<file path="src/rtl/iq_pkg.sv">
// Shared constants for the interleaved I-Q datapath: FSM state codes, default
// sample width and the I-first polarity of the iq flag.
package iq_pkg;

    localparam int DW_DEFAULT = 18;

    // Level of the iq flag while the I word is on the bus; consumers key on this.
    localparam logic IQ_I_FIRST = 1'b1;

    typedef logic [1:0] iq_state_t;

    localparam iq_state_t IDLE  = 2'd0;
    localparam iq_state_t S_I   = 2'd1;
    localparam iq_state_t S_Q   = 2'd2;
    localparam iq_state_t S_GAP = 2'd3;

endpackage

</file>
<file path="src/rtl/iq_pair_fifo.sv">
// Synchronous FIFO holding complex entries {I,Q} side by side so a pair can
// never be split; level disambiguates full from empty.
module iq_pair_fifo
    import iq_pkg::*;
#(
    parameter int W          = 2 * DW_DEFAULT,
    parameter int DEPTH_LOG2 = 2
) (
    input  logic                  clk,
    input  logic                  rst,
    input  logic                  push,
    input  logic [W-1:0]          wr_data,
    input  logic                  pop,
    output logic [W-1:0]          rd_data,
    output logic                  full,
    output logic                  empty,
    output logic [DEPTH_LOG2:0]   level
);

    localparam int DEPTH = 2 ** DEPTH_LOG2;

    logic [W-1:0]            mem [DEPTH];
    logic [DEPTH_LOG2-1:0]   wr_ptr;
    logic [DEPTH_LOG2-1:0]   rd_ptr;
    logic                    do_push;
    logic                    do_pop;

    assign full    = (level == (DEPTH_LOG2 + 1)'(DEPTH));
    assign empty   = (level == '0);
    assign do_push = push && !full;
    assign do_pop  = pop && !empty;
    assign rd_data = mem[rd_ptr];

    // NOTE: storage has no reset; level alone decides which words are meaningful.
    always_ff @(posedge clk) begin
        if (do_push) begin
            mem[wr_ptr] <= wr_data;
        end
    end

    // NOTE: non-blocking assignments keep every register updating from pre-edge values.
    always_ff @(posedge clk or posedge rst) begin
        if (rst) begin
            wr_ptr <= '0;
            rd_ptr <= '0;
            level  <= '0;
        end else begin
            if (do_push) wr_ptr <= wr_ptr + 1'b1;
            if (do_pop)  rd_ptr <= rd_ptr + 1'b1;
            if (do_push && !do_pop)      level <= level + 1'b1;
            else if (do_pop && !do_push) level <= level - 1'b1;
        end
    end

endmodule

</file>
<file path="src/rtl/iq_interleaver.sv">
// Parallel-to-interleaved I-Q stream source: FIFO-buffered complex samples are
// emitted as an I word then a Q word, with an optional idle gap between pairs.
module iq_interleaver
    import iq_pkg::*;
#(
    parameter int DW         = DW_DEFAULT,
    parameter int DEPTH_LOG2 = 2,
    parameter int GAP_W      = 4
) (
    input  logic                  clk,
    input  logic                  rst,
    input  logic                  in_valid,
    output logic                  in_ready,
    input  logic [DW-1:0]         in_i,
    input  logic [DW-1:0]         in_q,
    input  logic [GAP_W-1:0]      gap,
    output logic [DW-1:0]         out_data,
    output logic                  out_iq,
    output logic                  gate_out,
    output logic [DEPTH_LOG2:0]   level
);

    iq_state_t           state;
    iq_state_t           state_nxt;
    logic [GAP_W-1:0]    gap_cnt;
    logic [2*DW-1:0]     head;
    logic                push;
    logic                pop;
    logic                full;
    logic                empty;

    assign in_ready = !full && !rst;
    assign push     = in_valid && in_ready;
    // The head leaves the FIFO as I is replaced by Q; Q is still read from it on that edge.
    assign pop      = (state == S_I);

    iq_pair_fifo #(
        .W          (2 * DW),
        .DEPTH_LOG2 (DEPTH_LOG2)
    ) u_fifo (
        .clk     (clk),
        .rst     (rst),
        .push    (push),
        .wr_data ({in_i, in_q}),
        .pop     (pop),
        .rd_data (head),
        .full    (full),
        .empty   (empty),
        .level   (level)
    );

    // NOTE: the default assignment up front keeps this block free of latches.
    always_comb begin
        state_nxt = state;
        case (state)
            IDLE:    if (!empty) state_nxt = S_I;
            S_I:     state_nxt = S_Q;
            S_Q: begin
                if (gap != '0)   state_nxt = S_GAP;
                else if (!empty) state_nxt = S_I;
                else             state_nxt = IDLE;
            end
            S_GAP:   if (gap_cnt == '0) state_nxt = empty ? IDLE : S_I;
            default: state_nxt = IDLE;
        endcase
    end

    always_ff @(posedge clk or posedge rst) begin
        if (rst) begin
            state    <= IDLE;
            gap_cnt  <= '0;
            out_data <= '0;
            out_iq   <= 1'b0;
            gate_out <= 1'b0;
        end else begin
            state <= state_nxt;

            if (state == S_Q && gap != '0)
                gap_cnt <= gap - 1'b1;
            else if (state == S_GAP && gap_cnt != '0)
                gap_cnt <= gap_cnt - 1'b1;

            // Output registers follow the state being entered so they name what is on the bus.
            case (state_nxt)
                S_I: begin
                    out_data <= head[2*DW-1:DW];
                    out_iq   <= IQ_I_FIRST;
                    gate_out <= 1'b1;
                end
                S_Q: begin
                    out_data <= head[DW-1:0];
                    out_iq   <= !IQ_I_FIRST;
                    gate_out <= 1'b1;
                end
                default: begin
                    out_data <= '0;
                    out_iq   <= 1'b0;
                    gate_out <= 1'b0;
                end
            endcase
        end
    end

endmodule

</file>
<file path="config.mk">
export PLATFORM = sky130hd
export DESIGN_NAME = iq_interleaver
export DESIGN_NICKNAME = d
export VERILOG_FILES = /design/src/rtl/iq_pkg.sv /design/src/rtl/iq_pair_fifo.sv /design/src/rtl/iq_interleaver.sv
export SDC_FILE = /design/constraint.sdc
export NUM_CORES = 1
export LEC_CHECK = 0
export ABC_AREA = 1
export CORE_ASPECT_RATIO = 1.4
export CORE_MARGIN = 2
export CORE_UTILIZATION = 50
export DETAILED_ROUTE_END_ITERATION = 7
export GPL_TIMING_DRIVEN = 1
export PLACE_DENSITY = 0.74
export SETUP_SLACK_MARGIN = 0.15
export SLEW_MARGIN = 20
export SYNTH_ARGS = -nofsm -noshare
export SYNTH_HDL_FRONTEND = slang
export SYNTH_SLANG_ARGS = --single-unit
</file>
<file path="constraint.sdc">
create_clock -name clk -period 2.8 [get_ports clk]
set_input_delay 0.42 -clock clk [delete_from_list [all_inputs] [get_ports clk]]
set_output_delay 0.42 -clock clk [all_outputs]
set_load 0.05 [all_outputs]
</file>
; ---- After elaboration in Yosys (flattened, before gate mapping)
; Memories as Yosys holds them, arrays and structs flattened.
; Index checks and enable logic that the tools add are counted.
[classes]
n_mux = 14
reduce_logical = 21
n_addsub = 6
n_eq_ne = 6
[op_table]
columns = operator, count
row1 = 18-bit one-hot mux with 2 select lines, 1
row2 = 1-bit logical AND, 8
row3 = 4-bit two-way mux, 2
row4 = 2-bit one-hot mux with 4 select lines, 1
row5 = 4-bit nonzero test, 2
row6 = 4-bit by 1-bit subtractor with 4-bit output (second input constant), 2
row7 = 2-bit equality test (second input constant), 3
row8 = 2-bit two-way mux, 3
row9 = 3-bit two-way mux, 2
row10 = 1-bit zero test, 5
row11 = 1-bit two-way mux, 5
row12 = 2-bit by 1-bit adder with 2-bit output (second input constant), 2
row13 = 2-bit by 1-bit equality test with 1-bit output (second input constant), 2
row14 = 4-bit zero test, 1
row15 = 2-bit nonzero test, 2
row16 = 3-bit by 1-bit adder with 3-bit output (second input constant), 1
row17 = 3-bit equality test (second input constant), 1
row18 = 3-bit zero test, 1
row19 = 3-bit by 1-bit subtractor with 3-bit output (second input constant), 1
row20 = 2-bit zero test, 1
row21 = 2-bit OR reduction, 1
[word_totals]
word_cells = 56
inputBits = 43
mem_bits_rw = 144
out_inout_bits = 24
memories = 1
regBits = 33
[memory_table]
columns = memory, words, word_bits, read_ports, rd_ports_with_merged_regs, wr, line
row1 = u_fifo.mem, 4, 36, 1, 0, 1, iq_pair_fifo.sv:22  ; logic [W-1:0] mem [DEPTH];

; ---- Longest topological paths before layout
; Gate-level depths: netlist of the first run.
[depth]
word_depth = 9
mapped_depth = 11
depth_no_buf = 10

; ---- By module
; From an unflattened synthesis of the first run, not the netlist that was laid out.
[hier_totals]
cells_unflattened = 615
area_unflattened_um2 = 7557.2
[by_module_without_submodules]
columns = module, cells_per_inst, area_each_um2, n_inst
row1 = iq_pair_fifo, 481, 6398.6, 1
row2 = iq_interleaver, 134, 1158.6, 1

; ---- Worst setup path before layout of the first run
; Ideal clock, no wire load.
[synth_path]
kind = flip-flop to flip-flop
from = register u_fifo.level[0]
to = memory u_fifo.mem[0][0] in the netlist's numbering, enable pin
path_stages_with_launch = 5
t_required_ns = 2.371
path_slack_ns = -1.312
path_buffers = 0
arrival_ns = 3.683
setup_ns = 0.429
cell_sequence = dfrtp_1 -> inv_1 -> a31oi_1 -> nand2_1 -> nor2_1
[synth_via]
elab_chain_len = 7
[synth_lines]
columns = element, line
row1 = from (decl), iq_pair_fifo.sv:17  ; output logic [DEPTH_LOG2:0] level
row2 = from (signal assigned), iq_pair_fifo.sv:50  ; if (do_push && !do_pop) level <= level + 1'b1;
row3 = from (signal assigned), iq_pair_fifo.sv:51  ; else if (do_pop && !do_push) level <= level - 1'b1;
row4 = 3-bit equality test, iq_pair_fifo.sv:28  ; assign full = (level == (DEPTH_LOG2 + 1)'(DEPTH));
row5 = 1-bit zero test, iq_interleaver.sv:32  ; assign in_ready = !full && !rst;
row6 = 1-bit logical AND, iq_interleaver.sv:32
row7 = named net in_ready, iq_interleaver.sv:13  ; output logic in_ready,
row8 = 1-bit logical AND, iq_interleaver.sv:33  ; assign push = in_valid && in_ready;
row9 = 1-bit logical AND, iq_pair_fifo.sv:30  ; assign do_push = push && !full;
row10 = 1-bit two-way mux, iq_pair_fifo.sv:36  ; if (do_push) begin
row11 = 1-bit two-way mux (not written as such), iq_pair_fifo.sv:37  ; mem[wr_ptr] <= wr_data;
row12 = to (decl), iq_pair_fifo.sv:22
; The timed path passes the listed nets, and every way through them passes these cells.

; ---- Final worst setup path of the first run
[layout_path]
from = register u_fifo.level[0]
to = output port in_ready
[layout_via]
elab_chain_len = 3
[layout_lines]
columns = element, line
row1 = 3-bit equality test, iq_pair_fifo.sv:28
row2 = 1-bit zero test, iq_interleaver.sv:32
row3 = 1-bit logical AND, iq_interleaver.sv:32
row4 = to (decl), iq_interleaver.sv:13
; Every way passes these cells.

==> impl_metrics.csv, run 1 <==
group,metric,value,unit
run_status,status,"complete, no violations",
yosys,postSynthAreaPerCell,13.2,um2
cts,cts_setup_buffers,0,
global_routing,grt_pass1_wl,22200,um
critical_path,critPathBufInv,2,
power,leakagePower,3.05,nW
yosys,synth_area,6980,um2
critical_path,critical_path_class,"register to output pin",
floorplan,die_area,14900,um2
critical_path,rr_worst_depth,8,
global_routing,antenna_found_initial,0,
cts,cts_made_buffers,17,
yosys,synth_nets,582,
critical_path,rrSetupSlack,0.65,ns
routing,wl_per_cell,17.5,um
critical_path,rr_startpoint,"state[0]$_DFF_PP0_",
global_routing,grt_usage,19.7,%
final_layout,post-route-util,61.3,%
floorplan,core-area,13800,um2
cts,cts_tree,"built",
yosys,synth_ff_type,"edfxtp_1",
critical_path,cp.arrival,1.94,ns
final_layout,layout-drive-gt1-share,8.97,%
critical_path,cp_max_fo,4,
timing,final-setup-viol-count,0,
yosys,synthCells,530,
critical_path,crit_chain,"inv_1, a31oi_4, clkdlybuf4s50_1",
yosys,seq_area_frac_synth,73.8,%
yosys,async_flop_share,18.6,%
hold_path,holdPathStages,2,
final_layout,ff_latch_area,5150,um2
final_layout,fill_cells,1062,
timing,hold_ws,0.498,ns
power,vdd_ir_drop_max,0.519,mV
floorplan,num_rows,51,
cts,ctsHoldBuffers,0,
critical_path,crit_slowest_cell,"clkdlybuf4s50_1",
final_layout,final_cell_mix,"edfxtp_1, nor2_1, clkdlybuf4s50_1, nand2_1, o21ai_0",
timing,hold_violations,0,
yosys,synth_edf_count,144,
timing,period_minus_slack,2.36,ns
global_routing,first_global_vias,4396,
place,port_buffers,66,
critical_path,worstPathRequired,2.38,ns
routing,drc_errors,0,
cts,cts_num_sinks,177,
yosys,yosys_warnings,0,
critical_path,critical_path.top_delay_family,"buffers and inverters",
global_routing,grt_max_degree,52,
final_layout,num-nets-final,652,
routing,vias,4286,
place,hpwlAfterDp,8660,um
routing,drt-pass1-iter-count,4,
timing,maxSlewViolCount,0,
final_layout,layout_commonest_cell,"edfxtp_1",
routing,totalWireLength,14000,um
critical_path,cpPeakStageDelay,0.83,ns
timing,rsz0062_at_grt,"no",
cts,clk_path_buf_depth,2,
floorplan,die_w,104,um
routing,vias_per_cell,5.37,
critical_path,start_kind,"register",
timing,fin_tns_setup,0,ns
timing,clock_skew,0.00587,ns
final_layout,num_antenna_cells,0,
final_layout,area_growth,21.1,%
power,power_density,1040,nW/um2
job,cap_violations,0,
hold_path,hp-start,"gap_cnt[1]$_DFFE_PP0P_",
hold_path,hold_end,"gap_cnt[1]$_DFFE_PP0P_",
floorplan,pin_count,67,
cts,cts_max_level,4,
hold_path,hold_class,"register to register",
cts,post_cts_resized,0,
floorplan,initial_core_util,50.6,%
critical_path,critPathCaptureType,"output pin",
cts,cts.clk_slew.worst_paths,0.06,ns
timing,fin_crit_sh,84.3,%
yosys,ys_types,27,
timing,max_freq,424,MHz
power,total_power,8.80,mW
yosys,ys_ff_latch,177,
routing,drt_iter0_drc,271,
floorplan,dieHeight,144,um
final_layout,multi_input_area,1600,um2
critical_path,r2r-end,"out_data[13]$_DFF_PP0_",
global_routing,overflow,0,
routing,ant_nets,0,
timing,tightest_slew,0.676,ns
place,gp_congestion,0.804,
cts,clkLatencyLatePin,0.42,ns
cts,clockRootBuffer,"clkbuf_16",
timing,slew_headroom,54.9,%
==> cells in the mapped netlist, drive strengths merged (7+ instances only) <==
library cell | instances | area share [%]
edfxtp | 144 | 62
nor2 | 84 | 4.6
o21ai | 78 | 5.6
nand2 | 58 | 3.1
dfrtp | 33 | 12
inv | 25 | 1.3
a21oi | 21 | 1.5
buf | 21 | 2.3
mux2i | 18 | 2.6
o22ai | 18 | 1.6
ha | 8 | 1.4
nand3 | 7 | 0.50
==> through the flow <==
step           cell area (um2)  std cells  worst slack, ns
6_report                  8450        798            0.441
5_1_grt                   8450        798            0.366
4_1_cts                   8450        798            0.431
3_5_place_dp              7890        766            0.161
3_3_place_gp              7890        766            0.320
2_1_floorplan             7030        530            0.260
==> state kept, by name (all words and copies together) (netlist names) <==
signal / flops
gap_cnt: 4
gate_out: 1
out_data: 18
out_iq: 1
state: 2
u_fifo.level: 3
u_fifo.mem: 144
u_fifo.rd_ptr: 2
u_fifo.wr_ptr: 2
==> power by group <==
group / total (mW) / internal (mW) / switching (mW)
sequential: 3.53 / 3.27 / 0.263
clock: 2.22 / 1.23 / 0.987
combinational: 3.05 / 1.03 / 2.02
==> area by class of cell <==
cell class,instances,area share [%]
repair buffers,78,9.62
multi-input cells,301,18.9
clock inverters,15,1.61
inverters,25,1.11
clock buffers,17,5.03
flip-flops and latches,177,61.0
well taps,185,2.74
==> worst max-delay path by stage <==
stage | start | endpoint | slack, ns | cells after the start
3_3_place_gp | rst | u_fifo.level[2]$_DFFE_PP0P_ | 0.32 | 10
2_1_floorplan | u_fifo.level[0]$_DFFE_PP0P_ | u_fifo.level[2]$_DFFE_PP0P_ | 0.26 | 10
3_5_place_dp | gap[3] | out_data[6]$_DFF_PP0_ | 0.16 | 10
5_1_grt | gap[3] | out_data[9]$_DFF_PP0_ | 0.37 | 10
6_report | u_fifo.level[0]$_DFFE_PP0P_ | in_ready | 0.44 | 3
4_1_cts | u_fifo.level[0]$_DFFE_PP0P_ | in_ready | 0.43 | 3
==> worst min-delay path, stage by stage, from the launching register on <==
cell and delay, ns:
dfrtp_1 0.34, nand2_1 0.05, o21ai_0 0.07
==> cell families after synthesis <==
logic type | Yosys count | synth area share, %
flip-flops | 177 | 73.8
AND/OR/NAND/NOR | 151 | 8.45
AO/OA/AOI/OAI | 118 | 8.80
buffers and inverters | 52 | 4.02
multiplexers | 18 | 2.58
adder cells (fa/ha/maj) | 9 | 1.72
XOR/XNOR | 5 | 0.628
==> per-layer routing <==
layer  GRT usage, %  vias up  wire length [um]
met5              0        -                 0
met4           10.4        0               430
met3           4.44       26               595
met2           34.0      127              7470
met1           23.2     2118              5500
li1               -     2015                 -
(Power assumes the default switching activity.)
==> inputs of run 2 (changes only) <==
Clock period 2.8 ns to 1.92 ns, I/O delays scaled along.
==> run 2 against run 1 <==
Against the previous run:
- sequential share of layout area is 2.1 points lower
- critical path depth is 7 higher
- cell area is 3.6% higher
- core utilization is 2.2 points higher
- critical endpoint is now u_fifo.level[2]$_DFFE_PP0P_
- first-iteration DRC count is 3.3% higher
- die area stayed put
- final cell count is 2.3% higher
- clock skew is 0.0041 ns higher
==> impl_metrics.csv, run 2 (same netlist as run 1, synthesis figures left out) <==
group,metric,value,unit
final_layout,num-nets-final,670,
routing,vias,4359,
place,dp_slack,-0.235,ns
timing,final-setup-viol-count,0,
power,vdd_ir_drop_max,0.905,mV
run_status,status,"complete, no violations",
floorplan,pin_count,67,
global_routing,overflow,0,
hold_path,hold_class,"input port to async pin",
routing,vias_per_cell,5.34,
final_layout,post-route-util,63.5,%
critical_path,critical_path_class,"register to register",
final_layout,num_antenna_cells,0,
floorplan,num_rows,51,
timing,clock_skew,0.0100,ns
timing,fin_crit_sh,91.8,%
timing,tightest_slew,0.517,ns
global_routing,grt_pass1_wl,21700,um
critical_path,start_kind,"register",
place,dpl_cell_area,8120,um2
final_layout,final_cell_mix,"edfxtp_1, nor2_1, nand2_1, o21ai_0, clkdlybuf4s50_1",
timing,maxSlewViolCount,0,
final_layout,fill_cells,1019,
floorplan,dieHeight,144,um
cts,cts_tree,"built",
global_routing,first_global_vias,4283,
power,total_power,13.6,mW
timing,hold_violations,0,
routing,drc_errors,0,
final_layout,area_growth,25.5,%
floorplan,die_area,14900,um2
timing,slew_headroom,65.6,%
cts,clkLatencyLatePin,0.43,ns
critical_path,cp.arrival,2.07,ns
job,cap_violations,0,
power,leakagePower,3.27,nW
final_layout,top_regs,"u_fifo.mem x144, out_data x18, gap_cnt x4",
final_layout,layout_commonest_cell,"edfxtp_1",
routing,ant_nets,0,
cts,cts.clk_slew.worst_paths,0.06,ns
routing,drt-pass1-iter-count,5,
timing,rsz0062_at_grt,"yes",
routing,totalWireLength,14300,um
power,power_density,1560,nW/um2
place,gp_congestion,0.838,
global_routing,antenna_found_initial,0,
final_layout,final_area,8760,um2
cts,cts_max_level,4,
global_routing,grt_usage,19.5,%
global_routing,grt_max_degree,74,
cts,cts_num_sinks,177,
timing,setup_slack,0.158,ns
critical_path,worstPathRequired,2.23,ns
timing,max_freq,568,MHz
floorplan,core-area,13800,um2
place,port_buffers,66,
place,hpwlAfterDp,8950,um
timing,period_minus_slack,1.76,ns
cts,clockRootBuffer,"clkbuf_16",
cts,cts_made_buffers,17,
final_layout,regMostFlops,"u_fifo.mem",
timing,hold_ws,0.347,ns
cts,clk_path_buf_depth,2,
routing,wl_per_cell,17.6,um
critical_path,cp_max_fo,3,
final_layout,largest_register_ffs,144,
floorplan,initial_core_util,50.6,%
final_layout,layout-drive-gt1-share,13.5,%
floorplan,die_w,104,um
routing,drt_iter0_drc,280,
critical_path,critPathCaptureType,"register",
==> run 2: changes by cell type in the layout (fill, tap and decap cells not counted), sizes merged <==
cell           previous run  this run
buf                      12        31
bufinv                    1         4
clkbuf                   17        20
clkdlybuf4s15             0         1
clkdlybuf4s50            66        42
clkinv                    8         5
clkinvlp                  3         2
dlygate4sd2               0        22
inv                      28        26
==> run 2: area by class of cell <==
type	instances	area, um2	share of cell area, %
Clock buffer	20	437	4.99
Sequential cell	177	5160	58.9
Tap cell	185	231	2.64
Inverter	25	98.8	1.13
Timing Repair Buffer	96	1030	11.8
Clock inverter	12	164	1.87
Multi-Input combinational cell	301	1640	18.7
==> run 2: worst paths after layout <==
| path | startpoint | endpoint | slack (ns) | cells after the start |
|---|---|---|---|---|
| worst max register to register | u_fifo.level[1]$_DFFE_PP0P_ | u_fifo.level[2]$_DFFE_PP0P_ | 0.16 | 10 |
| min in group clk | in_i[8] | u_fifo.mem[1][26]$_DFFE_PP_ | 0.49 | 1 |
| worst min register to register | gap_cnt[1]$_DFFE_PP0P_ | gap_cnt[1]$_DFFE_PP0P_ | 0.50 | 2 |
| max in group asynchronous | rst | u_fifo.rd_ptr[0]$_DFFE_PP0P_ | 1.25 | 3 |
| worst max-delay path | u_fifo.level[1]$_DFFE_PP0P_ | u_fifo.level[2]$_DFFE_PP0P_ | 0.16 | 10 |
| worst min-delay path | rst | u_fifo.rd_ptr[1]$_DFFE_PP0P_ | 0.35 | 3 |
==> run 2: through the flow <==
| step | cells | setup TNS [ns] |
|---|---|---|
| after floorplan | 530 | -43.94 |
| after global placement | 779 | -2.00 |
| after detailed placement | 779 | -3.98 |
| after CTS | 811 | 0 |
| after global routing | 816 | 0 |
| final | 816 | 0 |
==> run 2: timing repair <==
| item | in CTS | in global routing |
|---|---|---|
| setup buffers | 0 | 5 |
| hold buffers | 0 | 0 |
| pin swaps | 1 | 5 |
| endpoints found under the hold margin | 0 | 0 |
| endpoints found under the setup margin | 24 | 22 |
| gates resized for setup | 25 | 10 |
==> run 2: where the power goes <==
group	total [mW]	internal [mW]	switching, mW
clock	3.51	2.16	1.35
sequential	4.99	4.77	0.220
combinational	5.13	1.85	3.28
==> run 2: metal layers <==
metal | up-vias | wire length (um) | global-route usage [%]
met3 | 30 | 746 | 4.26
li1 | 2053 | - | -
met4 | 0 | 384 | 8.96
met2 | 145 | 7680 | 34.8
met1 | 2131 | 5520 | 22.4
met5 | - | 0 | 0
==> run 2: critical path, stage by stage (launching register included) <==
cell,delay [ns]
dfrtp_2,0.39
inv_4,0.05
a31oi_4,0.21
nand2_4,0.08
inv_4,0.07
ha_4,0.12
inv_2,0.04
fa_2,0.34
a21oi_2,0.13
o21ai_1,0.08
xor2_1,0.14
==> inputs of run 3 (changes only) <==
Settings changed: SLEW_MARGIN 20 to unset.
==> results of run 3 <==
Same layout as run 2: the final DEF is identical, and so are final timing and power.
